**config.mk**
```make
export PLATFORM = sky130hd
export DESIGN_NAME = mem_port_arbiter
export DESIGN_NICKNAME = d
export VERILOG_FILES = /design/src/rtl/mem_port_arbiter.sv
export SDC_FILE = /design/constraint.sdc
export NUM_CORES = 1
export LEC_CHECK = 0
export ABC_AREA = 1
export CAP_MARGIN = 20
export CELL_PAD_IN_SITES_DETAIL_PLACEMENT = 0
export CELL_PAD_IN_SITES_GLOBAL_PLACEMENT = 1
export CORE_MARGIN = 3
export CORE_UTILIZATION = 26
export DETAILED_ROUTE_END_ITERATION = 7
export HOLD_SLACK_MARGIN = 0.08
export PLACE_DENSITY_LB_ADDON = 0.1
export SYNTH_ARGS = -nofsm -noshare
export SYNTH_HDL_FRONTEND = slang
export SYNTH_SLANG_ARGS = --single-unit
```
**constraint.sdc**
```tcl
create_clock -name clk -period 1.4 [get_ports clk]
set_input_delay 0.21 -clock clk [delete_from_list [all_inputs] [get_ports clk]]
set_output_delay 0.21 -clock clk [all_outputs]
set_load 0.01 [all_outputs]
```
**src/rtl/mem_port_arbiter.sv**
```systemverilog
// Arbitrates an instruction-fetch port and a data load/store port onto one shared
// single-port memory, with data priority, fetch anti-starvation and a bus timeout.
module mem_port_arbiter #(
    parameter int ADDR_W     = 32,
    parameter int DATA_W     = 32,
    parameter int STARVE_MAX = 4,
    parameter int TIMEOUT    = 15
) (
    input  logic                clk,
    input  logic                reset,
    input  logic                if_req,
    input  logic [ADDR_W-1:0]   if_addr,
    output logic                if_rvalid,
    output logic [DATA_W-1:0]   if_rdata,
    input  logic                d_req,
    input  logic                d_we,
    input  logic [ADDR_W-1:0]   d_addr,
    input  logic [DATA_W-1:0]   d_wdata,
    input  logic [DATA_W/8-1:0] d_wstrb,
    output logic                d_rvalid,
    output logic [DATA_W-1:0]   d_rdata,
    output logic                mem_req,
    output logic                mem_we,
    output logic [ADDR_W-1:0]   mem_addr,
    output logic [DATA_W-1:0]   mem_wdata,
    output logic [DATA_W/8-1:0] mem_wstrb,
    input  logic                mem_ack,
    input  logic [DATA_W-1:0]   mem_rdata,
    output logic                if_stall,
    output logic                d_stall,
    output logic                bus_err
);
    localparam int SC_W = $clog2(STARVE_MAX + 1);
    localparam int WC_W = $clog2(TIMEOUT + 1);

    typedef enum logic [1:0] {IDLE, GNT_IF, GNT_D} state_t;

    state_t          state_reg, state_next;
    logic [SC_W-1:0] starve_reg, starve_next;
    logic [WC_W-1:0] wait_reg, wait_next;

    logic ack_valid, timeout, done, arb;
    logic if_want, d_want, fetch_forced, grant_d, grant_if;
    logic [DATA_W-1:0] rdata_sel;

    always_ff @(posedge clk) begin
        if (!reset) begin
            state_reg <= IDLE;
        end else begin
            state_reg <= state_next;
        end
    end

    // A requester is not eligible in its own rvalid cycle: its req is still the old transaction.
    always_comb begin
        ack_valid    = mem_ack && mem_req;
        timeout      = mem_req && !mem_ack && (wait_reg == WC_W'(TIMEOUT));
        done         = ack_valid || timeout;
        arb          = (state_reg == IDLE) || done;
        if_want      = if_req && !if_rvalid;
        d_want       = d_req && !d_rvalid;
        fetch_forced = if_want && (starve_reg == SC_W'(STARVE_MAX));
        grant_d      = arb && d_want && !fetch_forced;
        grant_if     = arb && if_want && !grant_d;
        rdata_sel    = ack_valid ? mem_rdata : '0;

        state_next  = state_reg;
        starve_next = starve_reg;
        wait_next   = wait_reg;
        if (arb) begin
            wait_next = '0;
            if (grant_d) begin
                state_next = GNT_D;
            end else if (grant_if) begin
                state_next = GNT_IF;
            end else begin
                state_next = IDLE;
            end
            if (grant_if || !if_want) begin
                starve_next = '0;
            end else if (grant_d && (starve_reg < SC_W'(STARVE_MAX))) begin
                starve_next = starve_reg + SC_W'(1);
            end
        end else if (mem_req && !mem_ack) begin
            wait_next = wait_reg + WC_W'(1);
        end
    end

    always_comb begin
        if_stall = if_req && !if_rvalid;
        d_stall  = d_req && !d_rvalid;
    end

    always_ff @(posedge clk) begin
        if (!reset) begin
            starve_reg <= '0;
            wait_reg   <= '0;
            mem_req    <= 1'b0;
            mem_we     <= 1'b0;
            mem_addr   <= '0;
            mem_wdata  <= '0;
            mem_wstrb  <= '0;
            if_rvalid  <= 1'b0;
            d_rvalid   <= 1'b0;
            if_rdata   <= '0;
            d_rdata    <= '0;
            bus_err    <= 1'b0;
        end else begin
            starve_reg <= starve_next;
            wait_reg   <= wait_next;
            mem_req    <= (state_next != IDLE);
            if (grant_d) begin
                mem_we    <= d_we;
                mem_addr  <= d_addr;
                mem_wdata <= d_wdata;
                mem_wstrb <= d_wstrb;
            end else if (grant_if) begin
                mem_we    <= 1'b0;
                mem_addr  <= if_addr;
                mem_wdata <= '0;
                mem_wstrb <= '0;
            end
            if_rvalid <= done && (state_reg == GNT_IF);
            d_rvalid  <= done && (state_reg == GNT_D);
            if (done && (state_reg == GNT_IF)) begin
                if_rdata <= rdata_sel;
            end
            if (done && (state_reg == GNT_D)) begin
                d_rdata <= rdata_sel;
            end
            if (timeout) begin
                bus_err <= 1'b1;
            end
        end
    end
endmodule

```
==> metrics.yaml <==
grt_use_total_pct: 17.6
cts_root_buf: "clkbuf_16"
p_switching_w: 0.00370
max-vdd-ir-drop_mv: 0.670
path_delay_family: "simple AND/OR/NAND/NOR gates"
vias: 6724
p_comb_share_pct: 24.7
cp_max_fo: 8
crit_type: "reg2reg"
grt_remaining_overflow: 0
clk_latency_ps: 430
crit_path_max_incr_delay_ps: 360
powerDensity_nw_per_um2: 1100
finalSetupTns_ps: -22370
cts_buffers: 17
synth_edf_count: 0
hold_class: "in2reg"
tightest_slew_ps: 384
worstSetupEndpointType: "register"
synth.avg_cell_area_sq_um: 7.06
finClkSkew_ps: 14.2
post-route-util_pct: 47.9
syn_inst: 873
via_per_inst: 4.46
worstPathRequired_ps: 1760
syn-cell-area_sq_um: 6160
die_area_sq_um: 25600
area_delta_synth_final_pct: 78.4
p_leak_nw: 5.04
synth_nets: 1014
final_area_sq_um: 11000
wl_um: 24100
drt_first_iter_violations: 337
worstPathBufferInverterCount: 4
slew_headroom_pct: 74.4
swShare_pct: 30.5
cts_hold_buf: 0
violations: "setup timing"
cp.arrival_ps: 1970
nNetsFinal: 1324
clkPwrFrac_pct: 38.0
drtAntennaViolNets: 0
setup_violations: 144
pin_count: 277
nFillCells: 2410
yosysSeqAreaShare_pct: 47.4
drt-wirelength-per-cell_um: 16.0
die_w_um: 160
h-tree-depth: 4
cts_num_sinks: 146
drt_first_pass_iters: 6
ys.flop_type: "dfxtp_1"
placed_area_sq_um: 9600
rows: 55
post-route-min-period_ps: 1620
port_buffers: 276
ys_warn_count: 0
fp.dieH_um: 160
cap_violations: 0
ys_types: 22
p_int_w: 0.00844
grt_max_degree: 45
crit_path_cell_trace: "ha_4 -> inv_2 -> nor2_2 -> nand2_2 -> nand3_4 -> o21ai_4 -> buf_6 -> clkinv_8 -> buf_12 -> nand3_1 -> a21oi_2"
worst_slack_ps: -217
slowest_stage: "dfxtp_2"
mostFrequentLayoutCell: "nand2_1"
async_flop_share_pct: 0
fin_hold_ws_ps: 324
start_util_pct: 26.8
r2r_slack_ps: -220
drv_slew: 0
hold_viol_final: 0
place_ws_ps: -487
register_area_sq_um: 2930
drc: 0
antenna_found_initial: 0
hpwl_um: 15500
power_frac_seq_pct: 37.3
drive_above_1_share_pct: 18.8
grt_pass1_wl_um: 36200
final_cell_mix: "nand2_1, dfxtp_1, clkdlybuf4s50_1"
critPathLaunchType: "register"
place_congestion: 0.755
clk_pin_slew_ps: 70
fmax_ghz: 0.618
coreArea_sq_um: 23000
grt_pass1_vias: 6381
multi_input_area_sq_um: 2990
cts_tree: "yes"
fin_crit_sh_pct: 116
n_antenna_cell: 0
grt_setup_unrepaired: "true"
status: "finished with violations"
ys_ff_latch: 146
cts_buffer_depth: 2
area by class of cell:
cell class	instances	share of cell area [%]
clock buffers	18	3.99
clock inverters	14	1.31
inverters	113	4.11
multi-input cells	552	27.2
flip-flops and latches	146	26.6
well taps	313	3.56
repair buffers	353	33.2
cells by family after synthesis:
logic type | count (synthesis) | share of synthesized area, %
AO/OA/AOI/OAI | 141 | 11.7
XOR/XNOR | 3 | 0.426
adder cells (fa/ha/maj) | 3 | 0.609
buffers and inverters | 175 | 11.7
flip-flops | 146 | 47.4
AND/OR/NAND/NOR | 405 | 28.2
worst register-to-register path: stages (launching register included):
cell and delay [ps]:
dfxtp_2 360, ha_4 140, inv_2 30, nor2_2 120, nand2_2 110, nand3_4 140, o21ai_4 100, buf_6 140
clkinv_8 60, buf_12 140, nand3_1 90, a21oi_2 120
path summary, 6_finish.rpt:
check,startpoint,to,cells after the start
max,wait_reg[1]$_SDFFE_PP0P_,mem_addr[31]$_SDFFE_PN0P_,11
min,d_wdata[7],mem_wdata[7]$_SDFFE_PN0P_,3
min reg2reg,bus_err$_SDFFE_PN0P_,bus_err$_SDFFE_PN0P_,2
max reg2reg,wait_reg[1]$_SDFFE_PP0P_,mem_addr[31]$_SDFFE_PN0P_,11
cells in the mapped netlist, drive strengths merged (2+ instances only):
| cell | count | area [sq um] |
|---|---|---|
| xor2 | 2 | 17.5 |
| nand2 | 219 | 825 |
| clkbuf | 34 | 128 |
| dfxtp | 146 | 2920 |
| o21ai | 5 | 36.3 |
| inv | 113 | 424 |
| ha | 3 | 37.5 |
| nor2 | 47 | 196 |
| nand4 | 6 | 37.5 |
| a21oi | 135 | 676 |
| buf | 28 | 170 |
| nand3 | 133 | 678 |
layer usage:
| layer | vias to the layer above | track usage, % | share of wire [%] |
|---|---|---|---|
| li1 | 3402 | - | - |
| met1 | 3107 | 22.7 | 46 |
| met2 | 200 | 28.3 | 47 |
| met3 | 15 | 6.43 | 7.1 |
| met4 | 0 | 3.59 | 0.80 |
| met5 | - | 0 | 0 |
power by group through the flow:
stage | clock [W] | sequential (W) | combinational (W)
2_1_floorplan | 0 | 0.00472 | 0.00103
3_3_place_gp | 0 | 0.00462 | 0.00250
3_5_place_dp | 0 | 0.00462 | 0.00249
4_1_cts | 0.00475 | 0.00452 | 0.00253
5_1_grt | 0.00492 | 0.00455 | 0.00325
6_report | 0.00462 | 0.00453 | 0.00300
through the flow:
| step | total power, W | std cells |
|---|---|---|
| 3_3_place_gp | 0.00712 | 1453 |
| 3_5_place_dp | 0.00711 | 1453 |
| 6_report | 0.0121 | 1509 |
| 2_1_floorplan | 0.00576 | 873 |
| 4_1_cts | 0.0118 | 1494 |
| 5_1_grt | 0.0127 | 1509 |
timing repair:
action,4_1_cts,5_1_grt
gates resized for setup,174,116
setup endpoints to repair,278,145
buffers inserted,6,8
pin swaps,9,37
gates cloned,3,9
endpoints found under the hold margin,0,0
Note: power is estimated with default switching activity, not from simulation.
==> variant 1, RTL diff (same flow settings) <==
Change the parameter `ADDR_W` from 32 to 48.
--- a/src/rtl/mem_port_arbiter.sv
+++ b/src/rtl/mem_port_arbiter.sv
@@ -1,7 +1,7 @@
 // Arbitrates an instruction-fetch port and a data load/store port onto one shared
 // single-port memory, with data priority, fetch anti-starvation and a bus timeout.
 module mem_port_arbiter #(
-    parameter int ADDR_W     = 32,
+    parameter int ADDR_W     = 48,
     parameter int DATA_W     = 32,
     parameter int STARVE_MAX = 4,
     parameter int TIMEOUT    = 15
Interface: changed (resized d_addr, if_addr and mem_addr); port bits go from 277 to 325. The function was not compared with the original's and may differ.
==> variant 1 against the unedited design <==
The flow still finishes with violations (negative setup slack). Sequential cell count up 16. Worst setup slack gained 0.00077 ns. Die area increased by 14%. Final cell count rose by 14%. Hold slack lost 0.0059 ns. Total power rose by 11%. Critical endpoint is now mem_addr[13]$_SDFFE_PN0P_. Fmax barely moved. Largest cell class unchanged. Synthesized area grew 14%. Final area rose by 20%. Routed wire length grew 25%.
==> variant 1: results (changes against the unedited design) <==
- The global router's overall resource usage is 19.0% (was 17.6%).
- The die width came to 171 um (was 160 um).
- The share of layout cells above drive strength 1 is 23.3% (was 18.8%).
- The worst-case headroom to the max-slew limit is 72.6% (was 74.4%).
- The final wirelength is 30100 um (was 24100 um).
- Status: complete, but fails checks (unchanged).
- The maximum VDD drop was 0.844 mV (was 0.670 mV).
- The stage delay of the slowest cell on the critical path was 0.34 ns (was 0.36 ns).
- The number of non-filler instances in the completed layout is 1715 (was 1509).
- The number of distinct standard cells referenced by the synthesized netlist is 24 (was 22).
- The leakage power figure is 6.70 nW (was 5.04 nW).
- The warning count from the yosys run is 0 (unchanged).
- The final weighted congestion in routability-driven placement was 0.744 (was 0.755).
- The final setup slack of the worst path is -0.216 ns (was -0.217 ns).
- The detailed-route vias per instance is 4.54 (was 4.46).
- The wire length of the first global-routing pass is 43400 um (was 36200 um).
- The worst hold-check path type was in -> reg (unchanged).
- The number of antenna violations at the first check in global routing is 0 (unchanged).
- The number of global-route vias before repair is 7682 (was 6381).
- The compound-gate portion of the synthesized area is 11.4% (was 11.7%).
- The clock latency reported for the late side of the worst-skew pair is 0.44 ns.
- The sequential fraction of the synthesis area was 46.1% (was 47.4%).
- The detailed-placement wirelength estimate was 19100 um (was 15500 um).
- The post-synthesis instance total was 1012 (was 873).
- The register with the most flip-flops is mem_addr.
- The total negative setup slack is -20.57 ns (was -22.37 ns).
- The count of H-tree levels built during CTS is 4 (unchanged).
- The xor-xnor portion of the synthesized cell area is 0.373% (was 0.426%).
- The adder-cell area share of the yosys netlist is 0.533% (was 0.609%).
- The worst clock skew is 0.0198 ns (was 0.0142 ns).
- The kind of cell adding the most delay to the critical path is buffers and inverters (was simple AND/OR/NAND/NOR gates).
- The number of antenna repair diodes is 0 (unchanged).
- Synth top area cells: sky130_fd_sc_hd__dfxtp_1, sky130_fd_sc_hd__nand2_1, sky130_fd_sc_hd__nand3_1 (was sky130_fd_sc_hd__dfxtp_1, sky130_fd_sc_hd__nand2_1, sky130_fd_sc_hd__a21oi_1).
- Most instantiated cells after synthesis: sky130_fd_sc_hd__nand2_1, sky130_fd_sc_hd__nand3_1, sky130_fd_sc_hd__dfxtp_1 (was sky130_fd_sc_hd__nand2_1, sky130_fd_sc_hd__dfxtp_1, sky130_fd_sc_hd__a21oi_1).
- The async set or reset register ratio after synthesis came to 0% (unchanged).
- The number of endpoints failing setup at the final stage came to 156 (was 144).
- The number of DRC violations after detailed-routing iteration 0 was 305 (was 337).
- The worst setup slack before clock tree synthesis came to -0.563 ns (was -0.487 ns).
- The cell area reported after detailed placement was 11000 um2 (was 9600 um2).
- The final net count was 1540 (was 1324).
- The total iterations of the first detailed-routing run came to 4 (was 6).
- Failing checks: negative setup slack (unchanged).
- The synthesized netlist net count was 1185 (was 1014).
- The number of input and output port buffers inserted came to 324 (was 276).
- The arrival time at the worst endpoint is 1.99 ns (was 1.97 ns).
- The maximum number of pins on one net before global-route repair was 38 (was 45).
==> variant 1: cell types whose count changed after synthesis, sizes merged <==
cell,change
a21oi,+16
buf,+12
clkbuf,-1
dfxtp,+16
inv,+32
nand2,+32
nand3,+32
==> variant 1: repair_timing <==
action,in CTS,in global routing
buffers inserted,11,5
endpoints found under the setup margin,312,229
pin swaps,0,31
cloned,6,10
gates resized for setup,157,300
==> variant 1: where the power goes <==
part           switching [mW]  internal [mW]  leakage, nW
Sequential              0.163           4.92         1.32
Clock                    2.21           2.57        0.279
Combinational            1.85           1.81         5.10
Total                    4.22           9.30         6.70
==> variant 1: cell families after synthesis <==
family / count (synthesis)
compound gates: 157
xor+xnor: 3
fa+ha+maj: 3
flops: 162
buf+inv: 218
simple gates: 469
==> variant 1: cell type report <==
type | instances | area, um2
well taps | 335 | 419
flip-flops and latches | 162 | 3250
fillers | 2624 | 13100
repair buffers | 409 | 4560
inverters | 145 | 578
clock inverters | 13 | 146
clock buffers | 19 | 443
multi-input cells | 632 | 3820
==> variant 1: path summary, 6_finish.rpt <==
kind	start	slack, ns	endpoint
hold reg to reg	bus_err$_SDFFE_PN0P_	0.45	bus_err$_SDFFE_PN0P_
setup / recovery	starve_reg[0]$_SDFFE_PN0P_	-0.22	mem_addr[13]$_SDFFE_PN0P_
setup reg to reg	starve_reg[0]$_SDFFE_PN0P_	-0.22	mem_addr[13]$_SDFFE_PN0P_
hold / removal	d_wdata[20]	0.32	mem_wdata[20]$_SDFFE_PN0P_
==> variant 1: routing by layer <==
layer  global-route usage (%)  routed length (um)  vias to the layer above
met5                        0                   0                        -
met4                     5.04                 463                        0
met3                     5.01                1830                       25
met2                     32.5               14900                      216
met1                     23.7               12900                     3630
li1                         -                   -                     3913
==> variant 2, RTL diff (same flow settings) <==
Without the edit above. Register the output `bus_err` once more, cleared by the reset; this adds one clock of latency there. The other outputs are not delayed to match.
--- a/src/rtl/mem_port_arbiter.sv
+++ b/src/rtl/mem_port_arbiter.sv
@@ -34,6 +34,8 @@
     localparam int WC_W = $clog2(TIMEOUT + 1);
 
     typedef enum logic [1:0] {IDLE, GNT_IF, GNT_D} state_t;
+
+    logic bus_err_s0;
 
     state_t          state_reg, state_next;
     logic [SC_W-1:0] starve_reg, starve_next;
@@ -104,7 +106,7 @@
             d_rvalid   <= 1'b0;
             if_rdata   <= '0;
             d_rdata    <= '0;
-            bus_err    <= 1'b0;
+            bus_err_s0 <= 1'b0;
         end else begin
             starve_reg <= starve_next;
             wait_reg   <= wait_next;
@@ -129,9 +131,17 @@
                 d_rdata <= rdata_sel;
             end
             if (timeout) begin
-                bus_err <= 1'b1;
+                bus_err_s0 <= 1'b1;
             end
         end
     end
+    always_ff @(posedge clk) begin
+        if (!reset) begin
+            bus_err <= '0;
+        end else begin
+            bus_err <= bus_err_s0;
+        end
+    end
+
 endmodule
 
Behaviour: same outputs for any inputs over 4 cycles, from zero or initial values and one cycle with reset low; that may be too few to reach the edited logic, so the function may still have changed.
==> variant 2 against the unedited design <==
The flow still finishes with violations (negative setup slack). Synthesized area increased by 0.35%. Final area increased by 7.7%. Routed wire length increased by 1.8%. Worst setup slack improved by 0.065 ns. Critical endpoint is now starve_reg[1]$_SDFFE_PN0P_. Largest power group unchanged. Clock skew decreased by 0.0026 ns. Sequential cell count increased by 1. Total power increased by 1.1%. First-iteration DRC count decreased by 2.1%.
==> variant 2: results (changes against the unedited design) <==
- The fraction of area in clock buffers and inverters is 5.05% (was 5.30%).
- Failing checks: negative setup slack (unchanged).
- The number of non-filler instances in the completed layout is 1525 (was 1509).
- The non-clock inverter instance count of the final layout is 114 (was 113).
- The leakage power figure came to 5.29 nW (was 5.04 nW).
- Status: complete, but fails checks (unchanged).
- The arrival time at the worst endpoint came to 1.86 ns (was 1.97 ns).
- The synthesized netlist net count is 1017 (was 1014).
- The post-route cell area is 11800 um2 (was 11000 um2).
- The cell area reported after detailed placement is 9750 um2 (was 9600 um2).
- The worst setup slack before clock tree synthesis is -0.440 ns (was -0.487 ns).
- The final setup slack of the worst path is -0.152 ns (was -0.217 ns).
- The number of endpoints failing setup at the final stage came to 135 (was 144).
- The global router's overall resource usage is 18.4% (was 17.6%).
- Synth top area cells: sky130_fd_sc_hd__dfxtp_1, sky130_fd_sc_hd__nand2_1, sky130_fd_sc_hd__a21oi_1 (unchanged).
- The maximum number of pins on one net before global-route repair is 34 (was 45).
- The sequential fraction of total cell area is 24.9% (was 26.6%).
- The non-clock buffer area fraction after layout is 32.1% (was 33.2%).
- The share of layout cells above drive strength 1 is 30.0% (was 18.8%).
- The final weighted congestion in routability-driven placement is 0.773 (was 0.755).
- The number of global-route vias before repair is 6814 (was 6381).
- The worst clock skew is 0.0117 ns (was 0.0142 ns).
- The largest fanout of any net on the critical path was 9 (was 8).
- The post-synthesis instance total is 876 (was 873).
- The multi-input gate area in the final layout is 3640 um2 (was 2990 um2).
- The final net count is 1340 (was 1324).
- The clock sink total is 147 (was 146).
- The non-clock buffer instance count of the final layout was 366 (was 353).
- The wire length of the first global-routing pass is 38200 um (was 36200 um).
- Most instantiated cells after synthesis: sky130_fd_sc_hd__nand2_1, sky130_fd_sc_hd__dfxtp_1, sky130_fd_sc_hd__a21oi_1 (unchanged).
- The filler cell count is 2324 (was 2410).
- The sequential fraction of the synthesis area came to 47.6% (was 47.4%).
- The detailed-route vias per instance came to 4.46 (about the same).
- The maximum VDD drop is 0.666 mV (was 0.670 mV).
- The detail-routed net length per standard cell is 16.1 um (was 16.0 um).
- The total negative setup slack is -14.15 ns (was -22.37 ns).
-- variant 2: logic make-up (layout without fill, tap and decap cells) --
group	Yosys count	in the layout	synth area share, %
simple gates	406	406	28.1
compound gates	141	141	11.6
fa+ha+maj	3	3	0.607
buf+inv	176	512	11.7
xor+xnor	3	3	0.425
flops	147	147	47.6
-- variant 2: worst paths after layout --
check | slack, ns | end | start
min reg2reg | 0.44 | bus_err$_SDFF_PN0_ | bus_err_s0$_SDFFE_PN0P_
min | 0.30 | wait_reg[1]$_SDFFE_PP0P_ | mem_ack
max reg2reg | -0.15 | starve_reg[1]$_SDFFE_PN0P_ | wait_reg[1]$_SDFFE_PP0P_
max | -0.15 | starve_reg[1]$_SDFFE_PN0P_ | wait_reg[1]$_SDFFE_PP0P_
-- variant 2: repair_timing --
item,4_1_cts,5_1_grt
endpoints found under the setup margin,280,145
buffers inserted,11,9
pin swaps,9,19
cloned,7,7
resized for setup,239,257
hold endpoints to repair,0,0
-- variant 2: metal layers --
| metal | vias to the layer above | wire length (um) | track usage, % |
|---|---|---|---|
| met3 | 32 | 1880 | 6.80 |
| met5 | - | 20 | 0 |
| met2 | 210 | 11300 | 29.6 |
| met1 | 3127 | 10900 | 23.6 |
| met4 | 4 | 390 | 4.54 |
| li1 | 3433 | - | - |
-- variant 2: power by group --
| part | total (mW) | switching [mW] | leakage, nW | internal, mW |
|---|---|---|---|---|
| clock | 4.67 | 1.99 | 0.282 | 2.68 |
| combinational | 3.04 | 1.53 | 3.81 | 1.50 |
| sequential | 4.57 | 0.138 | 1.20 | 4.43 |
| total | 12.3 | 3.66 | 5.29 | 8.62 |
